$ cat src/rtl/uart_defs.sv
// Shared UART definitions: TX frame FSM states, framing enums and the
// per-frame configuration that is latched when a frame starts.
package uart_defs;

  typedef enum logic [2:0] {
    ST_IDLE,
    ST_START,
    ST_DATA,
    ST_PARITY,
    ST_STOP,
    ST_BREAK
  } TXFrameState_t;

  typedef enum logic [1:0] {
    PAR_NONE     = 2'b00,
    PAR_EVEN     = 2'b01,
    PAR_ODD      = 2'b10,
    PAR_NONE_ALT = 2'b11
  } Parity_t;

  typedef enum logic [1:0] {
    DBITS_5 = 2'b00,
    DBITS_6 = 2'b01,
    DBITS_7 = 2'b10,
    DBITS_8 = 2'b11
  } DataBits_t;

  typedef struct packed {
    DataBits_t data_bits;
    Parity_t   parity;
    logic      stop2;
  } TXFrameCfg_t;

  // Index of the last data bit (4..7 for 5..8 data bits).
  function automatic logic [2:0] last_data_idx(DataBits_t n);
    return 3'd4 + {1'b0, n};
  endfunction

  function automatic logic parity_en(Parity_t p);
    return (p == PAR_EVEN) || (p == PAR_ODD);
  endfunction

  function automatic logic parity_bit(logic [7:0] d, DataBits_t n, Parity_t p);
    logic [7:0] mask;
    mask = 8'hFF >> (2'd3 - n);
    return (p == PAR_ODD) ^ (^(d & mask));
  endfunction

endpackage

$ cat src/rtl/fifo_sync.sv
// Single-clock FIFO with synchronous flush and occupancy output.
// Pointers carry one extra bit so full and empty are distinguishable.
module fifo_sync #(
  parameter int unsigned data_size   = 8,
  parameter int unsigned buffer_size = 8
) (
  input  logic                         clk,
  input  logic                         rst,
  input  logic                         flush_i,
  input  logic                         push_i,
  input  logic [data_size-1:0]         wdata_i,
  input  logic                         pop_i,
  output logic [data_size-1:0]         rdata_o,
  output logic                         full_o,
  output logic                         empty_o,
  output logic [$clog2(buffer_size):0] level_o
);

  localparam int unsigned AW = $clog2(buffer_size);

  logic [data_size-1:0] mem_q [buffer_size];
  logic [AW:0]          wr_q;
  logic [AW:0]          rd_q;
  logic                 push_ok;
  logic                 pop_ok;

  // A write is dropped while full even if a pop happens in the same cycle.
  assign push_ok = push_i && !full_o && !flush_i;
  assign pop_ok  = pop_i && !empty_o;

  assign level_o = wr_q - rd_q;
  assign full_o  = (level_o == (AW+1)'(buffer_size));
  assign empty_o = (wr_q == rd_q);
  assign rdata_o = mem_q[rd_q[AW-1:0]];

  always_ff @(posedge clk or posedge rst) begin
    if (rst) begin
      wr_q <= '0;
      rd_q <= '0;
    end else if (flush_i) begin
      wr_q <= '0;
      rd_q <= '0;
    end else begin
      if (push_ok) wr_q <= wr_q + 1'b1;
      if (pop_ok)  rd_q <= rd_q + 1'b1;
    end
  end

  always_ff @(posedge clk) begin
    if (push_ok) mem_q[wr_q[AW-1:0]] <= wdata_i;
  end

endmodule

$ cat src/rtl/uart_tx_frame.sv
// UART transmitter: TX FIFO, baud divider, configurable framing,
// RTS/CTS flow control, break generation and per-frame interrupts.
module uart_tx_frame
  import uart_defs::*;
#(
  parameter int unsigned FIFO_DEPTH = 8,
  parameter int unsigned DIV_W      = 16
) (
  input  logic                        clk,
  input  logic                        rst,
  input  logic [7:0]                  tx_d_i,
  input  logic                        tx_d_valid_i,
  output logic                        tx_d_ready_o,
  output logic                        tx_full_o,
  output logic                        tx_empty_o,
  output logic [$clog2(FIFO_DEPTH):0] tx_level_o,
  input  logic                        flush_i,
  input  logic [DIV_W-1:0]            cfg_div_i,
  input  logic [1:0]                  cfg_data_bits_i,
  input  logic [1:0]                  cfg_parity_i,
  input  logic                        cfg_stop2_i,
  input  logic                        cfg_flow_en_i,
  input  logic                        tx_enable_i,
  input  logic                        tx_break_i,
  input  logic                        tx_cts_n_i,
  output logic                        tx_q_o,
  output logic                        tx_rts_n_o,
  output logic                        tx_busy_o,
  output logic                        irq_done_o,
  output logic                        irq_empty_o
);

  localparam int unsigned LVL_W = $clog2(FIFO_DEPTH) + 1;

  TXFrameState_t    state_q;
  TXFrameCfg_t      cfg_q;
  logic [DIV_W-1:0] div_q;
  logic [DIV_W-1:0] cnt_q;
  logic [7:0]       shr_q;
  logic             par_q;
  logic [2:0]       bit_idx_q;
  logic             stop_idx_q;
  logic             brk_rel_q;
  logic             tx_q_q;
  logic             rts_n_q;
  logic             irq_done_q;
  logic             irq_empty_q;

  logic [7:0]       fifo_dout;
  logic             pop;
  logic             push_acc;
  logic             start_ok;
  logic             bit_end;
  logic             stop_last;
  logic             frame_active;
  logic             line;

  fifo_sync #(
    .data_size   (8),
    .buffer_size (FIFO_DEPTH)
  ) u_fifo (
    .clk     (clk),
    .rst     (rst),
    .flush_i (flush_i),
    .push_i  (tx_d_valid_i),
    .wdata_i (tx_d_i),
    .pop_i   (pop),
    .rdata_o (fifo_dout),
    .full_o  (tx_full_o),
    .empty_o (tx_empty_o),
    .level_o (tx_level_o)
  );

  assign start_ok     = !tx_empty_o && tx_enable_i && !tx_break_i &&
                        (!cfg_flow_en_i || !tx_cts_n_i);
  assign bit_end      = (cnt_q == '0);
  assign stop_last    = !cfg_q.stop2 || stop_idx_q;
  assign frame_active = (state_q != ST_IDLE) && (state_q != ST_BREAK);
  assign push_acc     = tx_d_valid_i && !tx_full_o && !flush_i;

  // Frames start from IDLE or chain directly off the last stop bit, so
  // back-to-back frames leave no idle cycle on the line.
  always_comb begin
    pop = 1'b0;
    if (state_q == ST_IDLE && start_ok) pop = 1'b1;
    if (state_q == ST_STOP && bit_end && stop_last && start_ok) pop = 1'b1;
  end

  always_comb begin
    line = 1'b1;
    case (state_q)
      ST_IDLE:   line = 1'b1;
      ST_START:  line = 1'b0;
      ST_DATA:   line = shr_q[0];
      ST_PARITY: line = par_q;
      ST_STOP:   line = 1'b1;
      ST_BREAK:  line = brk_rel_q;
      default:   line = 1'b1;
    endcase
  end

  always_ff @(posedge clk or posedge rst) begin
    if (rst) begin
      state_q     <= ST_IDLE;
      cfg_q       <= '{data_bits: DBITS_8, parity: PAR_NONE, stop2: 1'b0};
      div_q       <= '0;
      cnt_q       <= '0;
      shr_q       <= '0;
      par_q       <= 1'b0;
      bit_idx_q   <= '0;
      stop_idx_q  <= 1'b0;
      brk_rel_q   <= 1'b0;
      tx_q_q      <= 1'b1;
      rts_n_q     <= 1'b1;
      irq_done_q  <= 1'b0;
      irq_empty_q <= 1'b0;
    end else begin
      tx_q_q      <= line;
      rts_n_q     <= !(cfg_flow_en_i && (!tx_empty_o || frame_active));
      irq_done_q  <= 1'b0;
      irq_empty_q <= pop && (tx_level_o == LVL_W'(1)) && !push_acc;

      case (state_q)
        ST_IDLE: begin
          if (tx_break_i) begin
            state_q   <= ST_BREAK;
            brk_rel_q <= 1'b0;
          end
        end
        ST_START: begin
          if (bit_end) begin
            state_q   <= ST_DATA;
            cnt_q     <= div_q;
            bit_idx_q <= '0;
          end else begin
            cnt_q <= cnt_q - DIV_W'(1);
          end
        end
        ST_DATA: begin
          if (bit_end) begin
            cnt_q <= div_q;
            shr_q <= shr_q >> 1;
            if (bit_idx_q == last_data_idx(cfg_q.data_bits)) begin
              state_q    <= parity_en(cfg_q.parity) ? ST_PARITY : ST_STOP;
              stop_idx_q <= 1'b0;
            end else begin
              bit_idx_q <= bit_idx_q + 3'd1;
            end
          end else begin
            cnt_q <= cnt_q - DIV_W'(1);
          end
        end
        ST_PARITY: begin
          if (bit_end) begin
            state_q    <= ST_STOP;
            cnt_q      <= div_q;
            stop_idx_q <= 1'b0;
          end else begin
            cnt_q <= cnt_q - DIV_W'(1);
          end
        end
        ST_STOP: begin
          if (bit_end) begin
            if (stop_last) begin
              irq_done_q <= 1'b1;
              state_q    <= ST_IDLE;
            end else begin
              stop_idx_q <= 1'b1;
              cnt_q      <= div_q;
            end
          end else begin
            cnt_q <= cnt_q - DIV_W'(1);
          end
        end
        ST_BREAK: begin
          if (!brk_rel_q) begin
            if (!tx_break_i) begin
              brk_rel_q <= 1'b1;
              div_q     <= cfg_div_i;
              cnt_q     <= cfg_div_i;
            end
          end else if (bit_end) begin
            state_q   <= ST_IDLE;
            brk_rel_q <= 1'b0;
          end else begin
            cnt_q <= cnt_q - DIV_W'(1);
          end
        end
        default: state_q <= ST_IDLE;
      endcase

      // Frame launch overrides the case above (IDLE or final stop bit).
      if (pop) begin
        state_q <= ST_START;
        cfg_q   <= '{data_bits: DataBits_t'(cfg_data_bits_i),
                     parity:    Parity_t'(cfg_parity_i),
                     stop2:     cfg_stop2_i};
        div_q   <= cfg_div_i;
        cnt_q   <= cfg_div_i;
        shr_q   <= fifo_dout;
        par_q   <= parity_bit(fifo_dout, DataBits_t'(cfg_data_bits_i),
                              Parity_t'(cfg_parity_i));
      end
    end
  end

  assign tx_q_o       = tx_q_q;
  assign tx_rts_n_o   = rts_n_q;
  assign tx_busy_o    = (state_q != ST_IDLE);
  assign irq_done_o   = irq_done_q;
  assign irq_empty_o  = irq_empty_q;
  assign tx_d_ready_o = !tx_full_o;

endmodule

$ cat config.mk
export PLATFORM = sky130hd
export DESIGN_NAME = uart_tx_frame
export DESIGN_NICKNAME = d
export VERILOG_FILES = /design/src/rtl/uart_defs.sv /design/src/rtl/fifo_sync.sv /design/src/rtl/uart_tx_frame.sv
export SDC_FILE = /design/constraint.sdc
export NUM_CORES = 1
export LEC_CHECK = 0
export BUFFER_PORTS_ARGS = -buffer_cell sky130_fd_sc_hd__buf_2
export CAP_MARGIN = 20
export CORE_AREA = 3 3 121 123
export CTS_CLUSTER_SIZE = 20
export DETAILED_ROUTE_END_ITERATION = 10
export DIE_AREA = 0 0 124 126
export HOLD_SLACK_MARGIN = 0.08
export PLACE_DENSITY = 0.66
export SKIP_CTS_REPAIR_TIMING = 1
export SLEW_MARGIN = 20
export SYNTH_ARGS = -nofsm -noshare
export SYNTH_HDL_FRONTEND = slang
export SYNTH_SLANG_ARGS = --single-unit
$ cat constraint.sdc
create_clock -name clk -period 3.2 [get_ports clk]
set_input_delay 0.32 -clock clk [delete_from_list [all_inputs] [get_ports clk]]
set_output_delay 0.32 -clock clk [all_outputs]
set_load 0.02 [all_outputs]
### After elaboration in Yosys (flattened, before gate mapping)

Memories as Yosys holds them, arrays and structs flattened.
Index checks and enable logic that the tools add are counted.

* $add $sub $neg: 7
* multipliers: 0
* div/mod/pow operators: 0
* reductions and logical operators: 48
* mux-type cells: 52
* magnitude comparators: 0
* shift-type cells: 1
* equality and inequality tests: 35
* bitwise logic cells: 2

Operators by type and width (count)
* 2-to-1 mux 16 bit: 10
* one-hot mux 16 bit (3 select lines): 1
* 2-to-1 mux 3 bit: 13
* != test 3 bit, second input constant: 10
* 2-to-1 mux 8 bit: 3
* one-hot mux 3 bit (6 select lines): 1
* zero test 16 bit: 1
* 2-to-1 mux 1 bit: 16
* 2-to-1 mux 4 bit: 4
* != test 2 bit, second input constant: 8
* subtractor 16 x 1 -> 16 bit, second input constant: 1
* logical AND 1 bit: 14
* nonzero test 2 bit: 7
* != test 4 bit, second input constant: 3
* zero test 1 bit: 9
* AND reduction 9 bit: 1
* adder 4 x 1 -> 4 bit, second input constant: 2
* AND 8 bit: 1
* AND reduction 4 bit: 2
* XOR reduction 8 bit: 1
* right shift 8 x 2 -> 8 bit, first input constant: 1
* == test 3 x 2 -> 1 bit, second input constant: 2
* == test 3 bit, second input constant: 2
* one-hot mux 3 bit (2 select lines): 1
* other kinds (24): 31

* register bits: 66
* bits in latches: 0
* memories kept: 1
* output and inout port bits: 12
* logic and storage cells: 163
* memory bits (writable): 64
* memory bits (read-only): 0

Memory list
* u_fifo.mem_q: depth 8, bits a word 8, read ports 1, clocked after memory_dff 0, wr ports 1, line fifo_sync.sv:21 `logic [data_size-1:0] mem_q [buffer_size];`

### Logic depth before layout (Yosys ltp)

* word-level depth: 11
* gate-level depth with buffers: 11
* mapped depth without buffers: 9

### By module

A second synthesis with hierarchy kept.

* cells, all modules: 579
* area, all modules: 6701.4 sq um

By module, submodules not included
* uart_tx_frame: area an instance 3579.7 sq um, cells each 387, times used 1
* fifo_sync: area an instance 3121.7 sq um, cells each 192, times used 1

### Worst setup path after synthesis

No wires, ideal clock.

* path type: register to register
* from: register u_fifo.rd_q[2]
* to: memory u_fifo.mem_q[0][0] (enable)
* arrival time: 2802 ps
* clock period less this slack: 3185 ps
* setup slack: 15 ps
* library setup time: 383 ps
* stages on the path, launching flop included: 9
* cells stage by stage: dfrtp_1 -> buf_1 -> clkinv_1 -> ha_1 -> o21ai_0 -> a21oi_1 -> o31ai_1 -> or3_1 -> nor3_1

* longest elaborated chain between the ends: 7

RTL lines
* start: declaration: line fifo_sync.sv:23 `logic [AW:0] rd_q;`
* start signal: assignment: line fifo_sync.sv:45 `if (pop_ok) rd_q <= rd_q + 1'b1;`
* subtractor 4 bit: line fifo_sync.sv:31 `assign level_o = wr_q - rd_q;`
* == test 4 bit: line fifo_sync.sv:32 `assign full_o = (level_o == (AW+1)'(buffer_size));`
* zero test 1 bit: line fifo_sync.sv:28 `assign push_ok = push_i && !full_o && !flush_i;`
* logical AND 1 bit (2 in series): line fifo_sync.sv:28
* 2-to-1 mux 1 bit: line fifo_sync.sv:50 `if (push_ok) mem_q[wr_q[AW-1:0]] <= wdata_i;`
* 2-to-1 mux 1 bit (implied by the code): line fifo_sync.sv:50
* end: declaration: line fifo_sync.sv:21

Every way passes these cells.

### Worst setup path after layout

* from: register u_fifo.wr_q[0]
* to: memory u_fifo.mem_q[3][2] (enable)

* longest elaborated chain between the ends: 7

RTL lines
* start: declaration: line fifo_sync.sv:22 `logic [AW:0] wr_q;`
* start signal: assignment: line fifo_sync.sv:44 `if (push_ok) wr_q <= wr_q + 1'b1;`
* subtractor 4 bit: line fifo_sync.sv:31
* == test 4 bit: line fifo_sync.sv:32
* zero test 1 bit: line fifo_sync.sv:28
* logical AND 1 bit (2 in series): line fifo_sync.sv:28
* 2-to-1 mux 1 bit: line fifo_sync.sv:50
* 2-to-1 mux 1 bit (implied by the code): line fifo_sync.sv:50

Parallel ways exist; a longest one is shown, timed or not.

==> results.toml <==
[synthesis]
synth_compound_gate_area_share_pct = 11.24
syn_inst = 546
synth_top_family_by_area = "simple AND/OR/NAND/NOR gates"
synth-xor-area-share_pct = 3.839
synthMuxAreaShare_pct = 10.81
synth_enable_flop_cells = 64
netlist_area_um2 = 6387
yosys_warnings = 0
ys_seq_elements = 130
synthTopCellsByArea = "edfxtp_1 30%, dfrtp_1 24%, mux4_2 5.6%, nor2_1 4.1%, nand2_1 3.1%"
avgSynthCellArea_um2 = 11.70
synth_top_area_cell = "edfxtp_1"
syn_nets = 591
synth_top_area_share_pct = 30.09
async_flop_share_pct = 50.77
synth.distinct_cells = 65
ys_seq_area_share_pct = 56.02
synthAdderAreaFrac_pct = 1.685
synth-main-ff-cell = "edfxtp_1"
synth-simple-area-share_pct = 13.40

[route]
routed_wl_um = 14940
via_per_inst = 5.746
routed-via-count = 4614
drt_first_iter_violations = 357
drc = 0
detail-route-antenna-nets = 0
wire_per_inst_um = 18.61
dr.pass1.iters = 5

[cells_and_area]
fill_cells = 1178
final_layout_size_suffix_gt1_share_pct = 23.76
syn_to_final_growth_pct = 18.47
nNetsFinal = 655
final_util_pct = 54.94
multi_input_area_um2 = 2635
n_antenna_cell = 0
regArea_um2 = 3578

[floorplanning]
initial_utilization_pct = 46.38
die_h_um = 126
dieArea_um2 = 15620
io_pins = 49
num_rows = 43
core_area_um2 = 13770
die_w_um = 124

[timing]
fin_crit_ps = 3027
finalClockSkew_ps = 8.428
fmax_mhz = 330.3
tightestPinTransition_ps = 797.7
relSlewSlack_pct = 46.74
fin_setup_tns_ps = 0
final_max_slew_viol_count = 0
fin_crit_sh_pct = 94.60
setup_viol = 0
rsz0062_at_grt = "yes"
hold_viol = 0

[power_and_ir_drop]
ir_drop_mv = 0.4465
p_per_area_nw_per_um2 = 832.2
power_w = 0.006298
power_leakage_nw = 3.026

[grt]
grt_overflow = 0
grt_max_degree = 36
antenna_found_initial = 0
grt.total_usage_pct = 20.40
grt_pass1_vias = 4813
grt_pass1_wl_um = 24430

[placement]
numPortBuffers = 48
place_hpwl_um = 9860
gp_congestion = 0.8488

[setup_path]
end_kind = "flip-flop"
reg2reg_depth = 8
worst_ep_arrival_time_ps = 3070
required_ps = 3250
timing.rr.start = "u_fifo.wr_q[0]"
r2r_setup_slack_ps = 170
setup.worst_path.end = "u_fifo.mem_q[3][2]"
worstSetupStartpoint = "u_fifo.wr_q[0]"
regToRegEndpoint = "u_fifo.mem_q[3][2]"
startpoint_type = "flip-flop"
path_max_fanout = 8
critPathKind = "reg2reg"

[clock_network]
cts.sinks = 130
clock_path_buffers = 2
cts_buffers = 17
cts-root-buf = "clkbuf_16"
clk_transition_reported_paths_ps = 60
clock_latency_ps = 420
htree_levels = 4
cts_tree = "built"

[flow_run]
max-cap-violations = 0

[min_path]
hp-class = "in2async"

[outcome]
status = "completed"
-- layout by cell type, fill, tap and decap left out, drive strengths merged, types with 8 or more instances in the layout --
cell / count
a211oi: 9
a21oi: 19
a221o: 8
buf: 71
clkbuf: 22
dfrtp: 62
edfxtp: 64
inv: 16
mux2: 16
mux2i: 15
mux4: 16
nand2: 52
nor2: 71
nor3: 18
o21ai: 33
xnor2: 22
-- power breakdown --
group / internal (W) / total (W) / switching [W]
Sequential: 0.00212 / 0.00248 / 0.000363
Combinational: 0.000777 / 0.00176 / 0.000981
Clock: 0.00136 / 0.00206 / 0.000699
-- metal layers --
layer / up-vias / part of all wire, % / GRT usage, %
li1: 2143 / - / -
met2: 144 / 50 / 33.25
met3: 33 / 5.2 / 5.658
met1: 2294 / 42 / 25.32
met5: - / 0 / 0
met4: 0 / 2.3 / 8.892
-- area by class of cell --
cell class,instances,area share (%)
flip-flops and latches,130,47.29
clock inverters,10,2.050
multi-input cells,372,34.82
clock buffers,22,6.267
well taps,180,2.976
repair buffers,72,5.754
inverters,17,0.8433
-- worst max-delay path, cell delays in order, from the launching register on --
cell     delay, ps
dfrtp_1        440
inv_1          120
ha_1           220
fa_1           390
xor2_1         200
nand3_1        120
o31ai_1         90
or3_1          410
nor2_1         630
-- flip-flops by register name (all words and copies together) (netlist names) --
signal	cells
bit_idx_q	3
brk_rel_q	1
cfg_q	5
cnt_q	16
div_q	16
irq_done_o	1
irq_empty_o	1
par_q	1
shr_q	8
state_q	3
stop_idx_q	1
tx_q_o	1
tx_rts_n_o	1
u_fifo.mem_q	64
u_fifo.rd_q	4
u_fifo.wr_q	4
-- logic make-up after synthesis --
kind of cell / Yosys count
AND/OR/NAND/NOR: 182
flip-flops: 130
AO/OA/AOI/OAI: 107
multiplexers: 47
buffers and inverters: 44
XOR/XNOR: 28
adder cells (fa/ha/maj): 8
-- synth_stat cells (3+ instances only) --
cell / count
buf_2: 9
a221o_1: 8
dfstp_2: 4
dfrtp_1: 62
nor2_1: 69
nor3_1: 17
a21oi_1: 19
ha_1: 7
o21ai_0: 33
o211ai_1: 4
o221ai_1: 3
mux2i_1: 15
xor2_1: 6
nand2_1: 52
a211oi_1: 9
and3_1: 5
mux2_2: 15
nand3_1: 5
or2_2: 3
o31ai_1: 6
or4_1: 4
clkbuf_1: 12
nor2b_1: 4
mux4_2: 16
edfxtp_1: 64
or3_1: 4
a31oi_1: 3
inv_1: 15
nand2b_1: 4
buf_1: 3
xnor2_1: 22
-- worst min path at each step --
stage                     slack, ps          start  depth (start not counted)              to
after detailed placement        460       cfg_q[3]                          2        cfg_q[3]
after global routing            100            rst                          2  u_fifo.wr_q[1]
after global placement          460       cfg_q[4]                          2        cfg_q[4]
after floorplan                 360  cfg_flow_en_i                          1      tx_rts_n_o
final                            50            rst                          2  u_fifo.wr_q[2]
after CTS                        40  cfg_flow_en_i                          2      tx_rts_n_o
-- through the flow --
stage          hold slack (ps)  setup WS, ps  cell area, µm²  cells
6_report                 47.48         172.9            7567    803
5_1_grt                  104.5        -36.37            7567    803
4_1_cts                  37.53         144.0            7548    802
3_5_place_dp             461.3         165.1            6919    770
3_3_place_gp             459.2         318.4            6919    770
2_1_floorplan            359.3         14.84            6387    546
Note: power is estimated with default switching activity, not from simulation.
